--- src/rtl/ofs_plat_prim_arb_pkt_mux_pkg.sv ---
// Shared types and constants for the packet-granular round-robin mux.
// Also holds the modular-wrap helper used by the round-robin picker.
package ofs_plat_prim_arb_pkg;

   typedef enum logic {
      ARB    = 1'b0,
      LOCKED = 1'b1
   } t_arb_pkt_state;

   localparam int ARB_STAT_CNT_WIDTH = 16;

   // (a + b) mod n for 0 <= a,b < n, without a divider.
   function automatic int rr_wrap(input int a, input int b, input int n);
      int s;
      s = a + b;
      if (s >= n) s = s - n;
      return s;
   endfunction

endpackage

--- src/rtl/ofs_plat_prim_arb_pkt_mux_rr_pick.sv ---
// Combinational round-robin search: first requester at or above i_base,
// wrapping past the top index.
module ofs_plat_prim_rr_pick
   import ofs_plat_prim_arb_pkg::*;
#(
   parameter int N     = 4,
   parameter int IDX_W = (N > 1) ? $clog2(N) : 1
) (
   input  logic [N-1:0]     i_req,
   input  logic [IDX_W-1:0] i_base,
   output logic [N-1:0]     o_grant,
   output logic [IDX_W-1:0] o_idx,
   output logic             o_any
);

   // Walk offsets from far to near so the nearest requester is assigned last.
   always_comb begin
      o_grant = '0;
      o_idx   = '0;
      o_any   = 1'b0;
      for (int k = N - 1; k >= 0; k--) begin
         if (i_req[rr_wrap(int'(i_base), k, N)]) begin
            o_grant = '0;
            o_grant[rr_wrap(int'(i_base), k, N)] = 1'b1;
            o_idx   = IDX_W'(rr_wrap(int'(i_base), k, N));
            o_any   = 1'b1;
         end
      end
   end

endmodule

--- src/rtl/ofs_plat_prim_arb_pkt_mux.sv ---
// Packet-granular round-robin mux of NUM_CLIENTS streams into one registered slot.
// Define OFS_PLAT_PRIM_ARB_PKT_MUX_STATS_EN to add per-client packet counters.
module ofs_plat_prim_arb_pkt_mux
   import ofs_plat_prim_arb_pkg::*;
#(
   parameter  int NUM_CLIENTS = 4,
   parameter  int DATA_WIDTH  = 64,
   localparam int IDX_W       = (NUM_CLIENTS > 1) ? $clog2(NUM_CLIENTS) : 1
) (
   input  logic                                  clk,
   input  logic                                  reset,
   input  logic [NUM_CLIENTS-1:0]                in_valid,
   input  logic [NUM_CLIENTS-1:0]                in_eop,
   input  logic [NUM_CLIENTS-1:0][DATA_WIDTH-1:0] in_data,
   output logic [NUM_CLIENTS-1:0]                in_ready,
   output logic                                  out_valid,
   output logic                                  out_eop,
   output logic [DATA_WIDTH-1:0]                 out_data,
   output logic [IDX_W-1:0]                      out_src_idx,
   input  logic                                  out_ready,
   output logic                                  busy
`ifdef OFS_PLAT_PRIM_ARB_PKT_MUX_STATS_EN
   ,
   output logic [NUM_CLIENTS-1:0][ARB_STAT_CNT_WIDTH-1:0] stat_pkt_cnt
`endif
);

   t_arb_pkt_state          r_state;
   logic [IDX_W-1:0]        r_base;
   logic [IDX_W-1:0]        r_lock_idx;
   logic                    r_out_valid;
   logic                    r_out_eop;
   logic [DATA_WIDTH-1:0]   r_out_data;
   logic [IDX_W-1:0]        r_out_src;

   logic                    w_can_accept;
   logic [NUM_CLIENTS-1:0]  w_pick_grant;
   logic [IDX_W-1:0]        w_pick_idx;
   logic                    w_pick_any;
   logic [NUM_CLIENTS-1:0]  w_lock_oh;
   logic [NUM_CLIENTS-1:0]  w_ready;
   logic [IDX_W-1:0]        w_src;
   logic [IDX_W-1:0]        w_next_base;
   logic                    w_acc;
   logic                    w_eop;

   ofs_plat_prim_rr_pick #(
      .N     (NUM_CLIENTS),
      .IDX_W (IDX_W)
   ) u_pick (
      .i_req   (in_valid),
      .i_base  (r_base),
      .o_grant (w_pick_grant),
      .o_idx   (w_pick_idx),
      .o_any   (w_pick_any)
   );

   assign w_can_accept = !r_out_valid || out_ready;
   assign w_lock_oh    = NUM_CLIENTS'(1) << r_lock_idx;

   // A single client is always offered the slot, valid or not.
   always_comb begin
      w_ready = '0;
      if (!reset && w_can_accept) begin
         if (NUM_CLIENTS == 1)          w_ready = '1;
         else if (r_state == LOCKED)    w_ready = w_lock_oh;
         else                           w_ready = w_pick_grant;
      end
   end

   assign in_ready    = w_ready;
   assign w_src       = (r_state == LOCKED) ? r_lock_idx : w_pick_idx;
   assign w_acc       = |(in_valid & w_ready);
   assign w_eop       = in_eop[w_src];
   assign w_next_base = (w_src == IDX_W'(NUM_CLIENTS - 1)) ? '0 : w_src + 1'b1;

   always_ff @(posedge clk or posedge reset) begin
      if (reset) begin
         r_state     <= ARB;
         r_base      <= '0;
         r_lock_idx  <= '0;
         r_out_valid <= 1'b0;
         r_out_eop   <= 1'b0;
         r_out_data  <= '0;
         r_out_src   <= '0;
      end else if (w_can_accept) begin
         r_out_valid <= w_acc;
         if (w_acc) begin
            r_out_data <= in_data[w_src];
            r_out_eop  <= w_eop;
            r_out_src  <= w_src;
            if (w_eop) begin
               r_state <= ARB;
               r_base  <= w_next_base;
            end else if (r_state == ARB) begin
               r_state    <= LOCKED;
               r_lock_idx <= w_src;
            end
         end
      end
   end

   assign out_valid   = r_out_valid;
   assign out_eop     = r_out_eop;
   assign out_data    = r_out_data;
   assign out_src_idx = r_out_src;
   assign busy        = (r_state == LOCKED);

`ifdef OFS_PLAT_PRIM_ARB_PKT_MUX_STATS_EN
   for (genvar g = 0; g < NUM_CLIENTS; g++) begin : g_stat
      logic [ARB_STAT_CNT_WIDTH-1:0] r_cnt;

      always_ff @(posedge clk or posedge reset) begin
         if (reset)
            r_cnt <= '0;
         else if (w_acc && w_eop && (w_src == IDX_W'(g)) && (r_cnt != '1))
            r_cnt <= r_cnt + 1'b1;
      end

      assign stat_pkt_cnt[g] = r_cnt;
   end
`endif

endmodule

--- config.mk ---
export PLATFORM = sky130hd
export DESIGN_NAME = ofs_plat_prim_arb_pkt_mux
export DESIGN_NICKNAME = d
export VERILOG_FILES = /design/src/rtl/ofs_plat_prim_arb_pkt_mux_pkg.sv /design/src/rtl/ofs_plat_prim_arb_pkt_mux_rr_pick.sv /design/src/rtl/ofs_plat_prim_arb_pkt_mux.sv
export SDC_FILE = /design/constraint.sdc
export NUM_CORES = 1
export LEC_CHECK = 0
export CAP_MARGIN = 10
export CORE_AREA = 3 3 166 152
export CTS_CLUSTER_DIAMETER = 30
export DETAILED_ROUTE_END_ITERATION = 7
export DIE_AREA = 0 0 169 155
export SLEW_MARGIN = 10
export SYNTH_ARGS = -nofsm -noshare
export SYNTH_HDL_FRONTEND = slang
export SYNTH_SLANG_ARGS = --single-unit
export TNS_END_PERCENT = 100
--- constraint.sdc ---
create_clock -name clk -period 9.87 [get_ports clk]
set_input_delay 1.974 -clock clk [delete_from_list [all_inputs] [get_ports clk]]
set_output_delay 1.974 -clock clk [all_outputs]
set_load 0.005 [all_outputs]
* Word-level counts from Yosys, hierarchy flattened
Index checks and enable logic that the tools add are counted.
** Cells by class
- Magnitude comparators :: 17
- Shifts and indexed selects :: 1
- Multipliers :: 0
- Equality and inequality tests :: 1
- Multiplexer cells :: 45
- Bitwise gates (word level) :: 3
- Div/mod/pow operators :: 0
- Add/sub/neg operators :: 8
- Reductions and logical operators :: 12
** Operators with widths (count)
- less-than comparator 32 x 4 -> 1 bit (second input constant) :: 8
- two-way mux 32 bit :: 8
- binary-select mux 64 bit (select 2 bit) :: 1
- greater-or-equal comparator 32 x 1 -> 1 bit (second input constant) :: 4
- subtractor 32 x 4 -> 32 bit (second input constant) :: 3
- greater-or-equal comparator 32 x 4 -> 1 bit (second input constant) :: 2
- two-way mux 64 bit :: 1
- two-way mux 4 bit :: 6
- two-way mux 1 bit :: 14
- two-way mux 2 bit :: 6
- binary-select mux 1 bit (select 2 bit) :: 5
- demux 1 bit (select 2 bit) :: 4
- adder 2 x 2 -> 3 bit (second input constant) :: 2
- logical AND 1 bit :: 5
- AND 4 bit :: 1
- AND reduction 4 bit :: 1
- OR reduction 4 bit :: 1
- left shift 1 x 2 -> 4 bit (first input constant) :: 1
- subtractor 2 x 3 -> 4 bit (second input constant) :: 1
- adder 2 x 1 -> 3 bit (second input constant) :: 1
- greater-or-equal comparator 2 x 3 -> 1 bit (second input constant) :: 1
- greater-or-equal comparator 3 bit (second input constant) :: 1
- less-than comparator 2 x 3 -> 1 bit (second input constant) :: 1
- AND reduction 3 bit :: 1
- 6 further kinds :: 8
** Storage, ports and cells
- Output and inout bits :: 73
- Memories kept :: 0
- Bits of input ports :: 267
- RAM bits :: 0
- Register bits :: 73
- Bits in latches :: 0
- ROM bits :: 0

* Depth between registers and ports, before layout
Gate-level depths: netlist of the first run.
- Word-level depth :: 20
- Mapped depth :: 15
- Mapped depth without buffers :: 10

* By module
A second synthesis of the first run with hierarchy kept.
** Second synthesis, totals
- Cells, all modules :: 331
- Area total of the unflattened synthesis :: 5082.4 um^2
** By module, submodules not included
- ofs_plat_prim_arb_pkt_mux :: cells an instance 270, area each 4561.9 um^2, times used 1
- ofs_plat_prim_rr_pick :: cells an instance 61, area each 520.5 um^2, times used 1

* Least setup slack after synthesis of the first run
OpenSTA, ideal clock, no wires.
- Kind :: in2out
- Start :: input port reset
- End :: output port in_ready[1]
- Required time :: 7.896 ns
- Arrival :: 4.091 ns
- Slack :: 3.805 ns
- Cell stages on the path :: 3
- Buffers on the path :: 0
- Cells stage by stage :: inv_1 > nand2_1 > a21oi_1
** Between the ends
- Word-level cells in the longest chain between the ends :: 3
** RTL lines
- from (decl) :: line ofs_plat_prim_arb_pkt_mux.sv:11 : input logic reset,
- zero test 1 bit (no line)
- logical AND 1 bit :: line ofs_plat_prim_arb_pkt_mux.sv:64 : if (!reset && w_can_accept) begin
- two-way mux 4 bit :: line ofs_plat_prim_arb_pkt_mux.sv:64
- to (decl) :: line ofs_plat_prim_arb_pkt_mux.sv:15 : output logic [NUM_CLIENTS-1:0] in_ready,
No other way between the ends.

* Worst setup path in the final report of the first run
- Start :: input port in_valid[2]
- End :: output port in_ready[3]
** Between the ends
- Word-level cells in the longest chain between the ends :: 9
- Elaborated cells between the ends (all ways) :: 18
- Classes of those cells :: 18 x mux
** RTL lines
- from (decl) :: line ofs_plat_prim_arb_pkt_mux.sv:12 : input logic [NUM_CLIENTS-1:0] in_valid,
- binary-select mux 1 bit (select 2 bit) :: line ofs_plat_prim_arb_pkt_mux_rr_pick.sv:22 : if (i_req[rr_wrap(int'(i_base), k, N)]) begin
- two-way mux 1 bit (not written as such) (2 in a row) :: line ofs_plat_prim_arb_pkt_mux_rr_pick.sv:22
- two-way mux 4 bit (3 in a row) :: line ofs_plat_prim_arb_pkt_mux_rr_pick.sv:22
- two-way mux 4 bit * :: line ofs_plat_prim_arb_pkt_mux_rr_pick.sv:22
- two-way mux 4 bit * :: line ofs_plat_prim_arb_pkt_mux.sv:66 : else if (r_state == LOCKED) w_ready = w_lock_oh;
- two-way mux 4 bit * :: line ofs_plat_prim_arb_pkt_mux.sv:64
Mark *: on every way between the ends. The rest lies on a longest branch, timed or not. The select of a mux whose other input is x is not followed.

==> results.tsv, run 1 <==
stage	metric	value	unit
place	dpl cells	1225	
place	Placed Area	9480	µm²
global_route	first-pass GRT wire length	31700	µm
power	PwrDens	311	nW/µm²
detailed_routing	Initial DRC Count	205	
final_layout	layout cell share with drive strength beyond 1	16.4	%
critical_path	Top delay family on crit path	buffers and inverters	
sta	Layout Skew	0.0151	ns
final_layout	fin area	9800	µm²
critical_path	Worst EP required	7.90	ns
floorplan	die width	169	µm
cts	CTS tree	built	
critical_path	Crit-path slowest cell	mux4_2	
final_layout	P&R area growth vs syn	66.4	%
detailed_routing	Total Wirelength	20800	µm
cts	TritonCTS buffer count	9	
critical_path	worst-path cell chain	clkdlybuf4s50_1 -> mux4_2 -> a2111oi_0 -> a2111oi_2 -> o32a_1 -> nor2_1 -> clkdlybuf4s50_1	
floorplan	die height	155	µm
critical_path	worst path bufs/invs	2	
place	post-detail-place hpwl	16000	µm
logic_synthesis	FFs w/ async S/R, synth	100	%
logic_synthesis	FF+latch count, synth	73	
hold_path	worst hold-check path type	reg -> reg	
detailed_routing	first drt pass iteration count	4	
floorplan	# rows	53	
sta	Setup-failing EPs final	0	
critical_path	R2R setup slack	4.92	ns
critical_path	r2r endpoint	r_lock_idx[1]	
critical_path	Worst Setup EP	in_ready[3]	
critical_path	Startpoint Class	primary input	
global_route	largest net degree at the start of global routing	70	
detailed_routing	routed len/inst	16.7	µm
final_layout	most frequent cells in the layout	339 x clkdlybuf4s50_1, 73 x dfrtp_1, 71 x inv_1, 71 x mux2i_1, 68 x nand2_1	
cts	H-tree Lvls	3	
cts	post-cts hold buffer count	0	
critical_path	r2r worst-path depth	11	
detailed_routing	antenna viol nets, final	0	
logic_synthesis	Syn Area/Cell	9.41	µm²
logic_synthesis	syn_nets	901	
final_layout	most common cell after layout, fill and taps aside	clkdlybuf4s50_1	
hold_path	HP Start	out_data[21]	
critical_path	worst r2r src	r_base[1]	
floorplan	# IOs	340	
critical_path	WS Path Type	in -> out	
place	GP Congestion	0.884	
cts	clock buffer depth	2	
global_route	global router's overall resource usage	15.1	%
final_layout	Non-Filler Instances	1241	
cts	clk slew on worst S/H paths	0.06	ns
run	total of max-cap violations	0	
global_route	initial antenna violation count	0	
cts	clk sinks	73	
final_layout	nets	1209	
cts	clk_lat worst skew	0.34	ns
floorplan	core outline area	23400	µm²
sta	Fin. Hold Viols	0	
sta	Slew @ Worst Pin	0.945	ns
global_route	vias in the first global route	5800	
sta	f_max	144	MHz
sta	Slew Viols, Final	0	
critical_path	CP peak stage delay	0.67	ns
logic_synthesis	Yosys cell types	51	
cts	PostCTS Resize Cnt	0	
floorplan	Initial Util	25.2	%
logic_synthesis	Cells after Synth	626	
place	Port Buffers	339	
logic_synthesis	Synth Warn #	0	
cts	Setup Buffers After CTS	0	
floorplan	die area	26200	µm²
detailed_routing	Post-route DRC	0	
critical_path	Worst Path Arrival	4.96	ns
critical_path	Max FO, Critical Path	11	
sta	RSZ-0062 raised after global routing	false	
logic_synthesis	Post-synth EDFFs	0	
critical_path	nature of the critical path endpoint	output pin	
sta	Final Cycle Share	70.2	%
logic_synthesis	register area share after synthesis	31.0	%
power	total power	3.05	mW
global_route	total global routing overflow	0	
sta	min Tclk post-route	6.93	ns
logic_synthesis	Post-Syn Area	5890	µm²
power	maximum vdd drop	0.000220	V
sta	hold slack final	0.521	ns
critical_path	Crit path depth	7	
detailed_routing	vias per std cell	4.57	
critical_path	most frequent CP cell	clkdlybuf4s50_1	
final_layout	# diodes	0	
logic_synthesis	ys flop type	dfrtp_1	
detailed_routing	Via Count	5676	
cts	root buf cell	clkbuf_16	
outcome	status	finished clean	
critical_path	Worst Setup SP	in_valid[2]	
sta	Rel. slew slack	37.0	%
sta	sum of negative setup slack	0	ns
power	Leak	3.91	nW
[flip-flops by register name (all words and copies together), names as in the netlist]
signal / count
out_data: 64
out_src_idx: 2
r_base: 2
r_lock_idx: 2
busy: 1
out_eop: 1
out_valid: 1
[routing by layer]
| layer | up-vias | wire length (µm) | GRT usage [%] | share of wire [%] |
|---|---|---|---|---|
| met2 | 252 | 9830 | 25.9 | 47 |
| li1 | 2835 | - | - | - |
| met1 | 2561 | 8560 | 18.2 | 41 |
| met3 | 28 | 1920 | 4.47 | 9.2 |
| met4 | 0 | 474 | 5.33 | 2.3 |
| met5 | - | 0 | 0 | 0 |
[worst min-delay path, delay by kind of cell (launching register included)]
kind / cells / cell delay, ns
flip-flops: 1 / 0.37
AO/OA/AOI/OAI: 1 / 0.06
buffers and inverters: 1 / 0.05
[cells in the mapped netlist, types with 2 or more instances]
cell type,n,area [µm²]
nand2_1,68,255
clkbuf_1,21,78.8
o21ai_1,66,330
ha_1,8,100
inv_1,72,270
nor2b_1,3,18.8
buf_2,20,100
mux2_4,3,45.0
and2_1,2,12.5
o211ai_2,50,626
mux2i_1,71,711
a21oi_1,8,40.0
nand3_1,5,25.0
buf_6,8,90.1
a2111oi_2,2,30.0
nor3_1,6,30.0
nor2_1,16,60.1
o21ai_0,6,30.0
dfrtp_1,73,1830
a2111oi_0,2,17.5
nand2b_1,3,18.8
o211ai_1,16,120
mux4_2,3,67.6
mux2_2,66,743
a22oi_1,2,15.0
[layout make-up]
cell class              instances  area (µm²)
fillers                      2347       13600
multi-input cells             430        3550
repair buffers                347        3450
flip-flops and latches         73        1830
well taps                     302         378
inverters                      73         275
clock buffers                   9         225
clock inverters                 7        93.8
[kinds of logic (layout without fill, tap and decap cells)]
logic type      Yosys count  after routing  share of synthesized area, %
compound gates          168            168                          23.0
mux                     143            143                          26.6
buf+inv                 123            436                          9.28
simple gates            110            110                          8.26
flops                    73             73                          31.0
fa+ha+maj                 8              8                          1.70
xor+xnor                  1              1                         0.149
[stage by stage]
stage               setup slack (ns)  utilization (%)
floorplan                       3.81                -
global placement                3.07             40.5
detailed placement              3.03             40.5
CTS                             3.03             41.9
global route                    2.78             41.9
finish                          2.94             41.9
[report_power, final]
group | total (mW) | switching (mW) | internal, mW
Clock | 0.357 | 0.136 | 0.221
Sequential | 0.579 | 0.116 | 0.463
Combinational | 2.12 | 1.09 | 1.03
Total | 3.05 | 1.34 | 1.71
[worst min path at each step]
| stage | endpoint | slack [ns] | cells past startpoint |
|---|---|---|---|
| global route | out_data[39] | 0.54 | 2 |
| finish | out_data[21] | 0.52 | 2 |
| floorplan | out_src_idx[1] | 0.51 | 1 |
| CTS | out_data[20] | 0.53 | 2 |
| detailed placement | out_src_idx[1] | 0.51 | 1 |
| global placement | out_src_idx[1] | 0.50 | 1 |
No activity file was read; power rests on OpenSTA's default activity.
==> inputs of run 2 (changes only) <==
- clock period: 9.87 -> 5.9 ns (I/O delays scaled with it)
==> run 2 against run 1 <==
Effect of this change:
- largest power group unchanged
- largest cell class unchanged
- wire length decreased by 1.1%
- clock power increased by 47%
- final cell count about the same
==> results.tsv, run 2 (synthesis results as in run 1) <==
stage	metric	value	unit	change
cts	clk_lat worst skew	0.34	ns	about the same
power	total power	5.08	mW	+66%
critical_path	worst-path cell chain	inv_1 -> ha_1 -> mux4_2 -> a2111oi_0 -> a2111oi_2 -> o32a_1 -> nor2_1 -> clkdlybuf4s50_1		
floorplan	# IOs	340		unchanged
detailed_routing	antenna viol nets, final	0		unchanged
sta	sum of negative setup slack	0	ns	unchanged
floorplan	# rows	53		unchanged
cts	clk slew on worst S/H paths	0.06	ns	about the same
cts	post-cts hold buffer count	0		unchanged
critical_path	Startpoint Class	flop		
global_route	first-pass GRT wire length	31000	µm	-2.2%
outcome	status	finished clean		
power	Leak	3.91	nW	about the same
cts	PostCTS Resize Cnt	0		unchanged
critical_path	Worst Path Arrival	4.33	ns	-0.63 ns
global_route	total global routing overflow	0		unchanged
final_layout	most common cell after layout, fill and taps aside	clkdlybuf4s50_1		
critical_path	Worst Setup SP	r_base[0]		
global_route	initial antenna violation count	0		unchanged
final_layout	max reg flops	64		unchanged
power	Comb power frac	70.6	%	+1.3 points
place	pre-CTS WS	0.644	ns	-2.39 ns
floorplan	die height	155	µm	unchanged
final_layout	layout cell share with drive strength beyond 1	16.4	%	-0.017 points
critical_path	Worst Setup EP	in_ready[3]		
sta	min Tclk post-route	5.51	ns	
critical_path	worst r2r src	r_base[0]		
critical_path	nature of the critical path endpoint	output pin		
sta	RSZ-0062 raised after global routing	false		
critical_path	Crit-path slowest cell	dfrtp_1		
sta	Layout Skew	0.0154	ns	+0.000324 ns
floorplan	die area	26200	µm²	unchanged
cts	clk sinks	73		unchanged
global_route	global router's overall resource usage	14.8	%	-0.33 points
power	PwrDens	516	nW/µm²	+66%
power	P_sw	2.24	mW	+67%
sta	Setup-failing EPs final	0		unchanged
cts	Setup Buffers After CTS	0		unchanged
detailed_routing	first drt pass iteration count	4		unchanged
final_layout	most frequent cells in the layout	339 x clkdlybuf4s50_1, 73 x dfrtp_1, 71 x inv_1, 71 x mux2i_1, 68 x nand2_1		
sta	Final Cycle Share	93.4	%	
detailed_routing	vias per std cell	4.57		-0.12%
power	Sequential Power Share	19.1	%	about the same
cts	H-tree Lvls	3		unchanged
global_route	vias in the first global route	5638		-2.8%
cts	root buf cell	clkbuf_16		
cts	CTS tree	built		
critical_path	R2R setup slack	1.26	ns	-3.66 ns
critical_path	Worst EP required	4.72	ns	-3.18 ns
detailed_routing	routed len/inst	16.5	µm	-1.2%
cts	clock buffer depth	2		unchanged
hold_path	worst hold-check path type	reg -> reg		
sta	Slew @ Worst Pin	0.692	ns	-0.253 ns
floorplan	Initial Util	25.2	%	unchanged
critical_path	CP peak stage delay	0.78	ns	+0.11 ns
place	GP Congestion	0.846		-4.3%
power	Int Pwr	2.83	mW	+66%
run	total of max-cap violations	0		unchanged
detailed_routing	Total Wirelength	20600	µm	-1.1%
sta	Fin. Hold Viols	0		unchanged
sta	f_max	182	MHz	
power	switch share	44.1	%	+0.25 points
final_layout	P&R area growth vs syn	66.9	%	
global_route	largest net degree at the start of global routing	133		+90%
power	clock power share	10.4	%	-1.3 points
cts	TritonCTS buffer count	9		unchanged
place	post-detail-place hpwl	15600	µm	-2.1%
sta	Slew Viols, Final	0		unchanged
critical_path	Max FO, Critical Path	18		+7
final_layout	# diodes	0		unchanged
detailed_routing	Post-route DRC	0		unchanged
power	maximum vdd drop	0.000600	V	+170%
sta	hold slack final	0.511	ns	-0.00962 ns
critical_path	r2r endpoint	r_lock_idx[1]		
hold_path	HP Start	out_src_idx[1]		
detailed_routing	Initial DRC Count	236		+15%
place	Port Buffers	339		unchanged
sta	Rel. slew slack	53.9	%	+17 points
critical_path	r2r worst-path depth	11		unchanged
floorplan	core outline area	23400	µm²	unchanged
floorplan	die width	169	µm	unchanged
sta	setup slack after layout	0.392	ns	-2.55 ns
final_layout	nets	1210		+0.083%
detailed_routing	Via Count	5674		-0.035%
critical_path	WS Path Type	reg -> out		
-- run 2: critical path, delay by kind of cell, from the launching register on --
| kind | cells | cell delay, ns |
|---|---|---|
| buffers and inverters | 2 | 0.77 |
| and+or+nand+nor | 1 | 0.10 |
| muxes | 1 | 0.66 |
| DFF | 1 | 0.78 |
| adders and majority gates | 1 | 0.55 |
| AOI/OAI and AO/OA | 3 | 1.14 |
-- run 2: metal layers --
metal	vias to the layer above	wire length, µm	GRT usage, %
li1	2839	-	-
met1	2593	8580	18.6
met2	235	9860	24.9
met3	7	2000	4.93
met4	0	115	3.13
met5	-	0	0
-- run 2: worst min-delay path by stage --
stage	cells past startpoint	slack, ns	to
after detailed placement	1	0.50	out_src_idx[1]
after global placement	1	0.50	out_src_idx[1]
final	1	0.51	out_src_idx[1]
after floorplan	1	0.51	out_src_idx[1]
after CTS	1	0.52	out_src_idx[1]
after global routing	2	0.54	out_data[39]
-- run 2: final cells by class --
| type | instances | area [µm²] |
|---|---|---|
| clock inverter | 5 | 40.0 |
| inverter | 73 | 275 |
| tap | 302 | 378 |
| sequential | 73 | 1830 |
| fill | 2334 | 13600 |
| multi-input combinational | 430 | 3550 |
| clock buffer | 11 | 243 |
| timing repair buffer | 348 | 3520 |
-- run 2: metrics by stage --
stage | instance area (µm²) | instances | utilization [%]
CTS | 9840 | 1242 | 42.0
finish | 9840 | 1242 | 42.0
floorplan | 5890 | 626 | -
global route | 9840 | 1242 | 42.0
global placement | 9550 | 1226 | 40.8
detailed placement | 9550 | 1226 | 40.8
-- run 2: power by group through the flow --
stage | clock network (mW) | logic, mW | registers, mW
floorplan | 0 | 2.46 | 0.939
global placement | 0 | 3.63 | 0.966
detailed placement | 0 | 3.63 | 0.970
CTS | 0.555 | 3.64 | 0.972
global route | 0.573 | 3.93 | 1.00
finish | 0.526 | 3.58 | 0.968
